$ cat config.mk
export PLATFORM = sky130hd
export DESIGN_NAME = lsu_mem_ctrl
export DESIGN_NICKNAME = d
export VERILOG_FILES = /design/src/rtl/riscv_mem_pkg.sv /design/src/rtl/lsu_lane_align.sv /design/src/rtl/lsu_mem_ctrl.sv
export SDC_FILE = /design/constraint.sdc
export NUM_CORES = 1
export LEC_CHECK = 0
export CAP_MARGIN = 20
export CORE_AREA = 10 10 130 132
export DETAILED_ROUTE_END_ITERATION = 7
export DIE_AREA = 0 0 140 142
export PLACE_DENSITY = 0.88
export SYNTH_ARGS = -nofsm -noshare
export SYNTH_HDL_FRONTEND = slang
export SYNTH_HIERARCHICAL = 1
export SYNTH_SLANG_ARGS = --single-unit
$ cat constraint.sdc
create_clock -name clk -period 3.3 [get_ports clk]
set_input_delay 0.66 -clock clk [delete_from_list [all_inputs] [get_ports clk]]
set_output_delay 0.66 -clock clk [all_outputs]
set_load 0.1 [all_outputs]
$ cat src/rtl/riscv_mem_pkg.sv
// Shared memory-access definitions for the decoder and the load/store unit:
// MemOp encodings, LSU completion error codes and the LSU state encoding.
package riscv_mem_pkg;

    // MemOp field as produced by the decoder (funct3-style load/store width)
    localparam logic [2:0] MEMOP_B  = 3'b000;  // byte, sign-extended on load
    localparam logic [2:0] MEMOP_BU = 3'b001;  // byte, zero-extended on load
    localparam logic [2:0] MEMOP_H  = 3'b010;  // halfword, sign-extended on load
    localparam logic [2:0] MEMOP_HU = 3'b011;  // halfword, zero-extended on load
    localparam logic [2:0] MEMOP_W  = 3'b100;  // word

    // Completion status reported alongside done
    localparam logic [1:0] ERR_OK       = 2'b00;
    localparam logic [1:0] ERR_MISALIGN = 2'b01;
    localparam logic [1:0] ERR_ILLEGAL  = 2'b10;
    localparam logic [1:0] ERR_TIMEOUT  = 2'b11;

    // LSU control FSM encoding
    localparam logic [1:0] ST_IDLE   = 2'd0;
    localparam logic [1:0] ST_ACCESS = 2'd1;
    localparam logic [1:0] ST_RESP   = 2'd2;

endpackage

$ cat src/rtl/lsu_lane_align.sv
// Byte-lane steering for the LSU: turns a MemOp code and the low address bits
// into bus byte enables, lane-replicated store data and the sign/zero-extended
// load result, and classifies the request as illegal or misaligned.
// Purely combinational; the caller decides which memop/address to present.
module lsu_lane_align
    import riscv_mem_pkg::*;
(
    input  logic [2:0]  i_memop,
    input  logic [1:0]  i_addr_lo,
    input  logic [31:0] i_wdata,
    input  logic [31:0] i_rdata,
    output logic [3:0]  o_be,
    output logic [31:0] o_wdata,
    output logic [31:0] o_rdata_ext,
    output logic        o_misalign,
    output logic        o_illegal
);

    logic [7:0]  w_byte;
    logic [15:0] w_half;

    // Pick the addressed byte and halfword out of the raw bus word
    always_comb begin
        w_byte = 8'h00;
        case (i_addr_lo)
            2'd0:    w_byte = i_rdata[7:0];
            2'd1:    w_byte = i_rdata[15:8];
            2'd2:    w_byte = i_rdata[23:16];
            default: w_byte = i_rdata[31:24];
        endcase
        w_half = i_addr_lo[1] ? i_rdata[31:16] : i_rdata[15:0];
    end

    // Byte enables, replicated store data and extended load data per access width
    always_comb begin
        o_be        = 4'b0000;
        o_wdata     = 32'h0;
        o_rdata_ext = 32'h0;
        case (i_memop)
            MEMOP_B, MEMOP_BU: begin
                o_be        = 4'b0001 << i_addr_lo;
                o_wdata     = {4{i_wdata[7:0]}};
                o_rdata_ext = (i_memop == MEMOP_B) ? {{24{w_byte[7]}}, w_byte}
                                                   : {24'h0, w_byte};
            end
            MEMOP_H, MEMOP_HU: begin
                o_be        = i_addr_lo[1] ? 4'b1100 : 4'b0011;
                o_wdata     = {2{i_wdata[15:0]}};
                o_rdata_ext = (i_memop == MEMOP_H) ? {{16{w_half[15]}}, w_half}
                                                   : {16'h0, w_half};
            end
            MEMOP_W: begin
                o_be        = 4'b1111;
                o_wdata     = i_wdata;
                o_rdata_ext = i_rdata;
            end
            default: begin
                o_be        = 4'b0000;
                o_wdata     = 32'h0;
                o_rdata_ext = 32'h0;
            end
        endcase
    end

    // Request classification; the FSM gives illegal priority over misaligned
    always_comb begin
        o_illegal  = (i_memop > MEMOP_W);
        o_misalign = 1'b0;
        if (i_memop == MEMOP_H || i_memop == MEMOP_HU) begin
            o_misalign = i_addr_lo[0];
        end else if (i_memop == MEMOP_W) begin
            o_misalign = (i_addr_lo != 2'b00);
        end
    end

endmodule

$ cat src/rtl/lsu_mem_ctrl.sv
// Load/store unit: accepts one memory request at a time from the execute
// stage, runs a single req/ack transaction on the word-addressed data bus and
// returns formatted load data or an error code with a one-cycle done pulse.
// Requests that fail the alignment/legality checks never reach the bus.
module lsu_mem_ctrl
    import riscv_mem_pkg::*;
#(
    parameter int TIMEOUT_CYCLES = 16
) (
    input  logic        clk,
    input  logic        rst,
    input  logic        core_valid,
    input  logic        core_we,
    input  logic [2:0]  core_memop,
    input  logic [31:0] core_addr,
    input  logic [31:0] core_wdata,
    output logic        busy,
    output logic        done,
    output logic [31:0] rdata,
    output logic [1:0]  err,
    output logic        bus_req,
    output logic        bus_we,
    output logic [31:0] bus_addr,
    output logic [3:0]  bus_be,
    output logic [31:0] bus_wdata,
    input  logic        bus_ack,
    input  logic [31:0] bus_rdata
);

    // Counter value on the last ACCESS cycle that may still see an ack
    localparam logic [7:0] TO_LAST = 8'(TIMEOUT_CYCLES - 1);

    logic [1:0]  r_state;
    logic [7:0]  r_cnt;
    logic [2:0]  r_memop;
    logic [1:0]  r_addr_lo;
    logic        r_bus_we;
    logic [31:0] r_bus_addr;
    logic [3:0]  r_bus_be;
    logic [31:0] r_bus_wdata;
    logic [31:0] r_rdata;
    logic [1:0]  r_err;

    logic        w_idle;
    logic [2:0]  w_memop;
    logic [1:0]  w_addr_lo;
    logic [3:0]  w_be;
    logic [31:0] w_wdata;
    logic [31:0] w_rdata_ext;
    logic        w_misalign;
    logic        w_illegal;

    // In IDLE the aligner looks at the incoming request (checks, be, wdata);
    // afterwards it looks at the latched request so the load lane comes from
    // the address that was actually sent to the bus.
    assign w_idle    = (r_state == ST_IDLE);
    assign w_memop   = w_idle ? core_memop     : r_memop;
    assign w_addr_lo = w_idle ? core_addr[1:0] : r_addr_lo;

    lsu_lane_align u_align (
        .i_memop     (w_memop),
        .i_addr_lo   (w_addr_lo),
        .i_wdata     (core_wdata),
        .i_rdata     (bus_rdata),
        .o_be        (w_be),
        .o_wdata     (w_wdata),
        .o_rdata_ext (w_rdata_ext),
        .o_misalign  (w_misalign),
        .o_illegal   (w_illegal)
    );

    // Control FSM, timeout counter and all registered bus/response outputs
    always_ff @(posedge clk) begin
        if (rst) begin
            r_state     <= ST_IDLE;
            r_cnt       <= 8'd0;
            r_memop     <= 3'd0;
            r_addr_lo   <= 2'd0;
            r_bus_we    <= 1'b0;
            r_bus_addr  <= 32'h0;
            r_bus_be    <= 4'b0000;
            r_bus_wdata <= 32'h0;
            r_rdata     <= 32'h0;
            r_err       <= ERR_OK;
        end else begin
            case (r_state)
                ST_IDLE: begin
                    r_cnt <= 8'd0;
                    if (core_valid) begin
                        if (w_illegal) begin
                            r_err   <= ERR_ILLEGAL;
                            r_rdata <= 32'h0;
                            r_state <= ST_RESP;
                        end else if (w_misalign) begin
                            r_err   <= ERR_MISALIGN;
                            r_rdata <= 32'h0;
                            r_state <= ST_RESP;
                        end else begin
                            r_memop     <= core_memop;
                            r_addr_lo   <= core_addr[1:0];
                            r_bus_we    <= core_we;
                            r_bus_addr  <= {core_addr[31:2], 2'b00};
                            r_bus_be    <= w_be;
                            r_bus_wdata <= core_we ? w_wdata : 32'h0;
                            r_err       <= ERR_OK;
                            r_state     <= ST_ACCESS;
                        end
                    end
                end
                ST_ACCESS: begin
                    if (bus_ack) begin
                        // Stores complete with zero read data
                        r_rdata  <= r_bus_we ? 32'h0 : w_rdata_ext;
                        r_err    <= ERR_OK;
                        r_bus_we <= 1'b0;
                        r_state  <= ST_RESP;
                    end else if (r_cnt == TO_LAST) begin
                        r_rdata  <= 32'h0;
                        r_err    <= ERR_TIMEOUT;
                        r_bus_we <= 1'b0;
                        r_state  <= ST_RESP;
                    end else begin
                        r_cnt <= r_cnt + 8'd1;
                    end
                end
                ST_RESP: begin
                    r_cnt   <= 8'd0;
                    r_state <= ST_IDLE;
                end
                default: begin
                    r_cnt   <= 8'd0;
                    r_state <= ST_IDLE;
                end
            endcase
        end
    end

    // Status and bus strobes follow directly from the registered state
    assign busy      = !w_idle;
    assign done      = (r_state == ST_RESP);
    assign bus_req   = (r_state == ST_ACCESS);
    assign rdata     = r_rdata;
    assign err       = r_err;
    assign bus_we    = r_bus_we;
    assign bus_addr  = r_bus_addr;
    assign bus_be    = r_bus_be;
    assign bus_wdata = r_bus_wdata;

endmodule

### Yosys cells after proc, flatten, opt, wreduce, memory -nomap -nowiden

Cells that the tools add are included.
W data, S select, Z words.

* eq/ne operators: 14
* reductions and logical operators: 16
* bitwise gates (word level): 5
* mux-type cells: 38
* shift operators: 1
* magnitude comparators: 1
* $add $sub $neg: 1

Operators by type and width (count)
* $mux W32: 9
* $pmux W32 S3: 2
* $pmux W32 S2: 1
* $pmux W8 S3: 1
* $mux W2: 10
* $mux W16: 1
* $pmux W4 S3: 1
* $add A8 B1 Y8 const B: 1
* $eq A8 B4 Y1 const B: 1
* $mux W1: 8
* $pmux W2 S2: 2
* $reduce_and A4 Y1: 2
* $eq A3 B2 Y1 const B: 2
* $ne A2 B2 Y1 const B: 3
* $ne A3 B1 Y1 const B: 2
* $reduce_or A2 Y1: 3
* $not A1 Y1: 5
* $reduce_and A5 Y1: 1
* $eq A2 B1 Y1 const B: 2
* $eq A2 B2 Y1 const B: 2
* $logic_not A2 Y1: 2
* $mux W4: 1
* $reduce_and A2 Y1: 2
* $reduce_bool A2 Y1: 2
* 10 further kinds: 10

* register bits after elaboration: 116
* bits of input ports: 104
* logic and storage cells: 86

### Depth between registers and ports, before layout

* word-level depth: 9
* gate-level depth with buffers: 18
* depth with buffers taken out: 10

### Modules after synthesis

The synthesis kept the hierarchy.

By module, submodules not included
* lsu_mem_ctrl: area an instance 5225.0 um^2, cells each 653, times used 1, sequential area each 2322.2 um^2
* lsu_lane_align: area an instance 1517.7 um^2, cells each 200, times used 1, sequential area each 0.0 um^2

### Worst setup path after synthesis

No wires, ideal clock.

* path kind: register to register
* start: register r_state[1]
* end: register r_bus_addr[26] (netlist: bus_addr[26])
* arrival time: 3664 ps
* clock period less this slack: 3735 ps
* setup slack: -435 ps
* data required time: 3229 ps
* setup time: 71 ps
* stages on the path, launching flop included: 17
* path through: dfxtp_1 buf_2 nor2_2 inv_1 buf_2 buf_1 nand2_1 nand2_1 buf_2 inv_1 buf_4 o21ai_0 or3b_1 clkbuf_1 clkbuf_1 o21ai_0 a21oi_1

* word-level cells in the longest chain between the ends: 7
* elaborated cells on any way between the ends: 14
* those cells by class: order compare (1); eq/ne (3); mux (4); bitwise (2); reduce/logical (4)

RTL lines
* start, declared: RTL line lsu_mem_ctrl.sv:33 `logic [1:0] r_state;`
* start signal, assigned: RTL line lsu_mem_ctrl.sv:75 `r_state <= ST_IDLE;`
* start signal, assigned: RTL line lsu_mem_ctrl.sv:93 `r_state <= ST_RESP;`
* start signal, assigned: RTL line lsu_mem_ctrl.sv:97 `r_state <= ST_RESP;`
* $logic_not A2 Y1 (*): RTL line lsu_mem_ctrl.sv:56 `assign w_idle = (r_state == ST_IDLE);`
* $mux W3 (*): RTL line lsu_mem_ctrl.sv:57 `assign w_memop = w_idle ? core_memop : r_memop;`
* net w_memop[2]: RTL line lsu_mem_ctrl.sv:45 `logic [2:0] w_memop;`
* $eq A3 B3 Y1 / $eq A3 B2 Y1 (equally long branches): RTL line lsu_lane_align.sv:71, lsu_lane_align.sv:69
* $mux W1 / $logic_or A1 B1 Y1 (equally long branches): RTL line lsu_lane_align.sv:71, lsu_lane_align.sv:69
* $mux W1 (*): RTL line lsu_lane_align.sv:69 `if (i_memop == MEMOP_H || i_memop == MEMOP_HU) begin`
* net w_misalign: RTL line lsu_mem_ctrl.sv:50 `logic w_misalign;`
* $not A1 Y1 (no line) (*)
* $reduce_and A4 Y1 (no line) (*)
* end signal, assigned: RTL line lsu_mem_ctrl.sv:102 `r_bus_addr <= {core_addr[31:2], 2'b00};`
* end, declared: RTL line lsu_mem_ctrl.sv:38 `logic [31:0] r_bus_addr;`

Mark *: on every way through the listed nets, which the timed path passes. The rest lies on a longest branch.
A chain may end at the register's enable or synchronous reset.

### Worst setup path after layout

* start: register r_state[1]
* end: register r_bus_addr[11] (netlist: bus_addr[11])

The elaborated chain is that of the path after synthesis.

==> results_dict.tcl <==
set metrics [dict create \
    cp_slowest_cell "dfxtp_1" \
    grt_pass1_vias 7239 \
    clock.fmax_mhz 333 \
    synth-main-ff-cell "dfxtp_1" \
    core_um2 14300 \
    crit_chain "nor2_4 -> buf_4 -> nand2_1 -> nand2_1 -> nor2b_1 -> nand2_1 -> o21ai_0 -> buf_4 -> nor3b_2 -> buf_12 -> buf_4 -> nand3_1 -> a21oi_1" \
    rows 44 \
    finalCritPeriodShare 0.909 \
    worstSetupStartpoint "r_state[1]" \
    final_max_slew_viol_count 0 \
    avgViaCountPerCell 6.22 \
    drive_gt1_frac 0.191 \
    crit_arrival_ps 3350 \
    num_vias 7494 \
    p_seq_frac 0.236 \
    synth_area_um2 6740 \
    async_flop_share 0 \
    cts_resized 0 \
    grt_pass1_wl_um 38700 \
    final_util 0.637 \
    chipHeight_um 142 \
    setup-tns-final_ps 0 \
    p_clk_frac 0.238 \
    io_pins 210 \
    synth_cells 853 \
    cts_buffer_depth 2 \
    dp_hpwl_um 16400 \
    r2r_start "r_state[1]" \
    grt_overflow 0 \
    grt_usage 0.234 \
    grt_max_degree 64 \
    port_buffers 207 \
    cts-root-buf "clkbuf_16" \
    skew_ps 6.44 \
    cts_setup_buffers 0 \
    synth_edf_count 0 \
    power_density_nw_per_um2 777 \
    setup_ws_ps 301 \
    fin_nets 1111 \
    finalInstanceArea_um2 9120 \
    drc 0 \
    rsz0062_at_grt "false" \
    path_class "reg2reg" \
    area_growth_pct 35.3 \
    clk_pin_slew_ps 60 \
    p_int_uw 3560 \
    post-place-ws_ps 255 \
    min_from "bus_wdata[30]" \
    htree_levels 4 \
    antenna_found_initial 1 \
    critPathLaunchType "register" \
    hold_buffers 0 \
    ff_latch_area_um2 2320 \
    totalWireLength_um 24200 \
    wl_per_cell_um 20.1 \
    syn_area_per_cell_um2 7.90 \
    cp_data_required_time_ps 3650 \
    filler_cell_count 1261 \
    cts_tree "built" \
    yosysSeqAreaShare 0.344 \
    maxCapViolCount 0 \
    switchingPower_uw 3530 \
    ant_nets 0 \
    cp_max_fo 44 \
    yosys_warnings 6 \
    maxSlewHeadroom 0.434 \
    insertion_delay_ps 430 \
    firstDrtPassIters 5 \
    worst-slew-pin-transition_ps 849 \
    place_congestion 0.842 \
    multi_input_area_um2 3930 \
    hold_class "reg2reg" \
    ir_drop_v 0.000469 \
    die_w_um 140 \
    numCtsBuffers 17 \
    p_sw_frac 0.498 \
    synth-seq-cells 116 \
    die_area_um2 19900 \
    initial_utilization 0.471 \
    finalSetupViolCount 0 \
    status "finished clean" \
    p_leak_uw 0.00356 \
    end_kind "register" \
    comb_power_share 0.526 \
    drt_iter0_drc 904 \
    dpl-instance-area_um2 8580 \
    fin_crit_ps 3000 \
    cts_num_sinks 116 \
    hold_violations 0 \
    max_stage_delay_ps 430 \
    synth_cell_types 54 \
]
final cells by class:
cell class / instances / share of cell area
multi-input combinational: 626 / 0.430
timing repair buffer: 238 / 0.228
sequential: 116 / 0.255
tap: 184 / 0.0252
antenna: 1 / 0.000274
inverter: 7 / 0.00288
clock buffer: 18 / 0.0470
clock inverter: 14 / 0.0118
worst max-delay path, delay by kind of cell, from the launching register on:
family          cells  cell delay (ps)
simple gates        7             1120
flops               1              430
compound gates      2              300
buf+inv             4             1050
placed cells by master (no fill, tap or decap), types with 4 or more instances in the layout:
cell type,n
a211oi_1,16
a21o_1,17
a21oi_1,77
a22oi_1,16
and2_1,9
buf_4,133
clkbuf_16,17
clkdlybuf4s50_1,102
clkinv_4,5
dfxtp_1,116
inv_1,5
mux2i_1,26
mux4_2,7
nand2_1,47
nand2b_1,4
nand3_1,144
nand4_1,32
nor2_1,16
nor2b_1,34
o2111ai_1,32
o211ai_1,9
o21ai_0,80
o221ai_1,8
o2bb2ai_1,8
cell usage after synthesis, types with 3 or more instances:
cell type,count,area (um2)
and2_1,9,56.3
buf_4,9,67.6
inv_1,6,22.5
mux2i_1,26,260
buf_2,24,120
a21oi_1,77,385
mux4_2,7,158
o21ai_0,80,400
dfxtp_1,116,2320
nand2b_1,4,25.0
nor2b_1,35,219
o211ai_1,9,67.6
a211oi_1,16,120
nor3_1,3,15.0
buf_6,5,56.3
o2111ai_1,32,280
nand4_1,32,200
a22oi_1,16,120
nand2_1,47,176
buf_1,4,15.0
nor2_1,16,60.1
o31ai_1,3,22.5
a31oi_1,3,18.8
nand3_1,144,721
o2bb2ai_1,8,70.1
a21o_1,17,128
clkbuf_1,63,236
o221ai_1,8,70.1
cell families (layout without fill, tap and decap cells):
group,after synthesis,in the layout,synth area share
AOI/OAI and AO/OA,279,279,0.270
adders and majority gates,1,1,0.00186
buffers and inverters,112,277,0.0774
DFF,116,116,0.344
muxes,35,35,0.0659
other,1,3,0.000556
and+or+nand+nor,309,309,0.240
per-stage QoR:
stage          power, uW  cells  hold WS, ps
2_1_floorplan       4500    854          454
3_3_place_gp        5360   1171          459
3_5_place_dp        5390   1171          467
4_1_cts             7080   1203          475
5_1_grt             7410   1204          494
6_report            7090   1204          473
path summary, 6_finish.rpt:
| kind | endpoint | slack, ps | cells past startpoint |
|---|---|---|---|
| max | bus_addr[11] | 300 | 13 |
| min | bus_wdata[30] | 470 | 2 |
| max reg2reg | bus_addr[11] | 300 | 13 |
| min reg2reg | bus_wdata[30] | 470 | 2 |
power by group through the flow:
stage                     Clock [uW]  Sequential [uW]  Combinational (uW)
after floorplan                    0             2740                1760
after global placement             0             1690                3670
after detailed placement           0             1700                3690
after CTS                       1710             1670                3700
after global routing            1780             1690                3940
final                           1690             1670                3730
sequential cells by signal, indices dropped and copies added (netlist names):
signal     flops
r_memop        3
r_addr_lo      2
bus_be         4
bus_addr      30
err            2
bus_we         1
r_state        2
bus_wdata     32
rdata         32
r_cnt          8
routing by layer:
layer,vias up,part of all wire,global-route usage
met5,-,0,0
met4,0,0.027,0.0924
li1,3498,-,-
met3,47,0.11,0.0848
met2,376,0.47,0.373
met1,3573,0.39,0.281
Note: power is estimated with default switching activity, not from simulation.
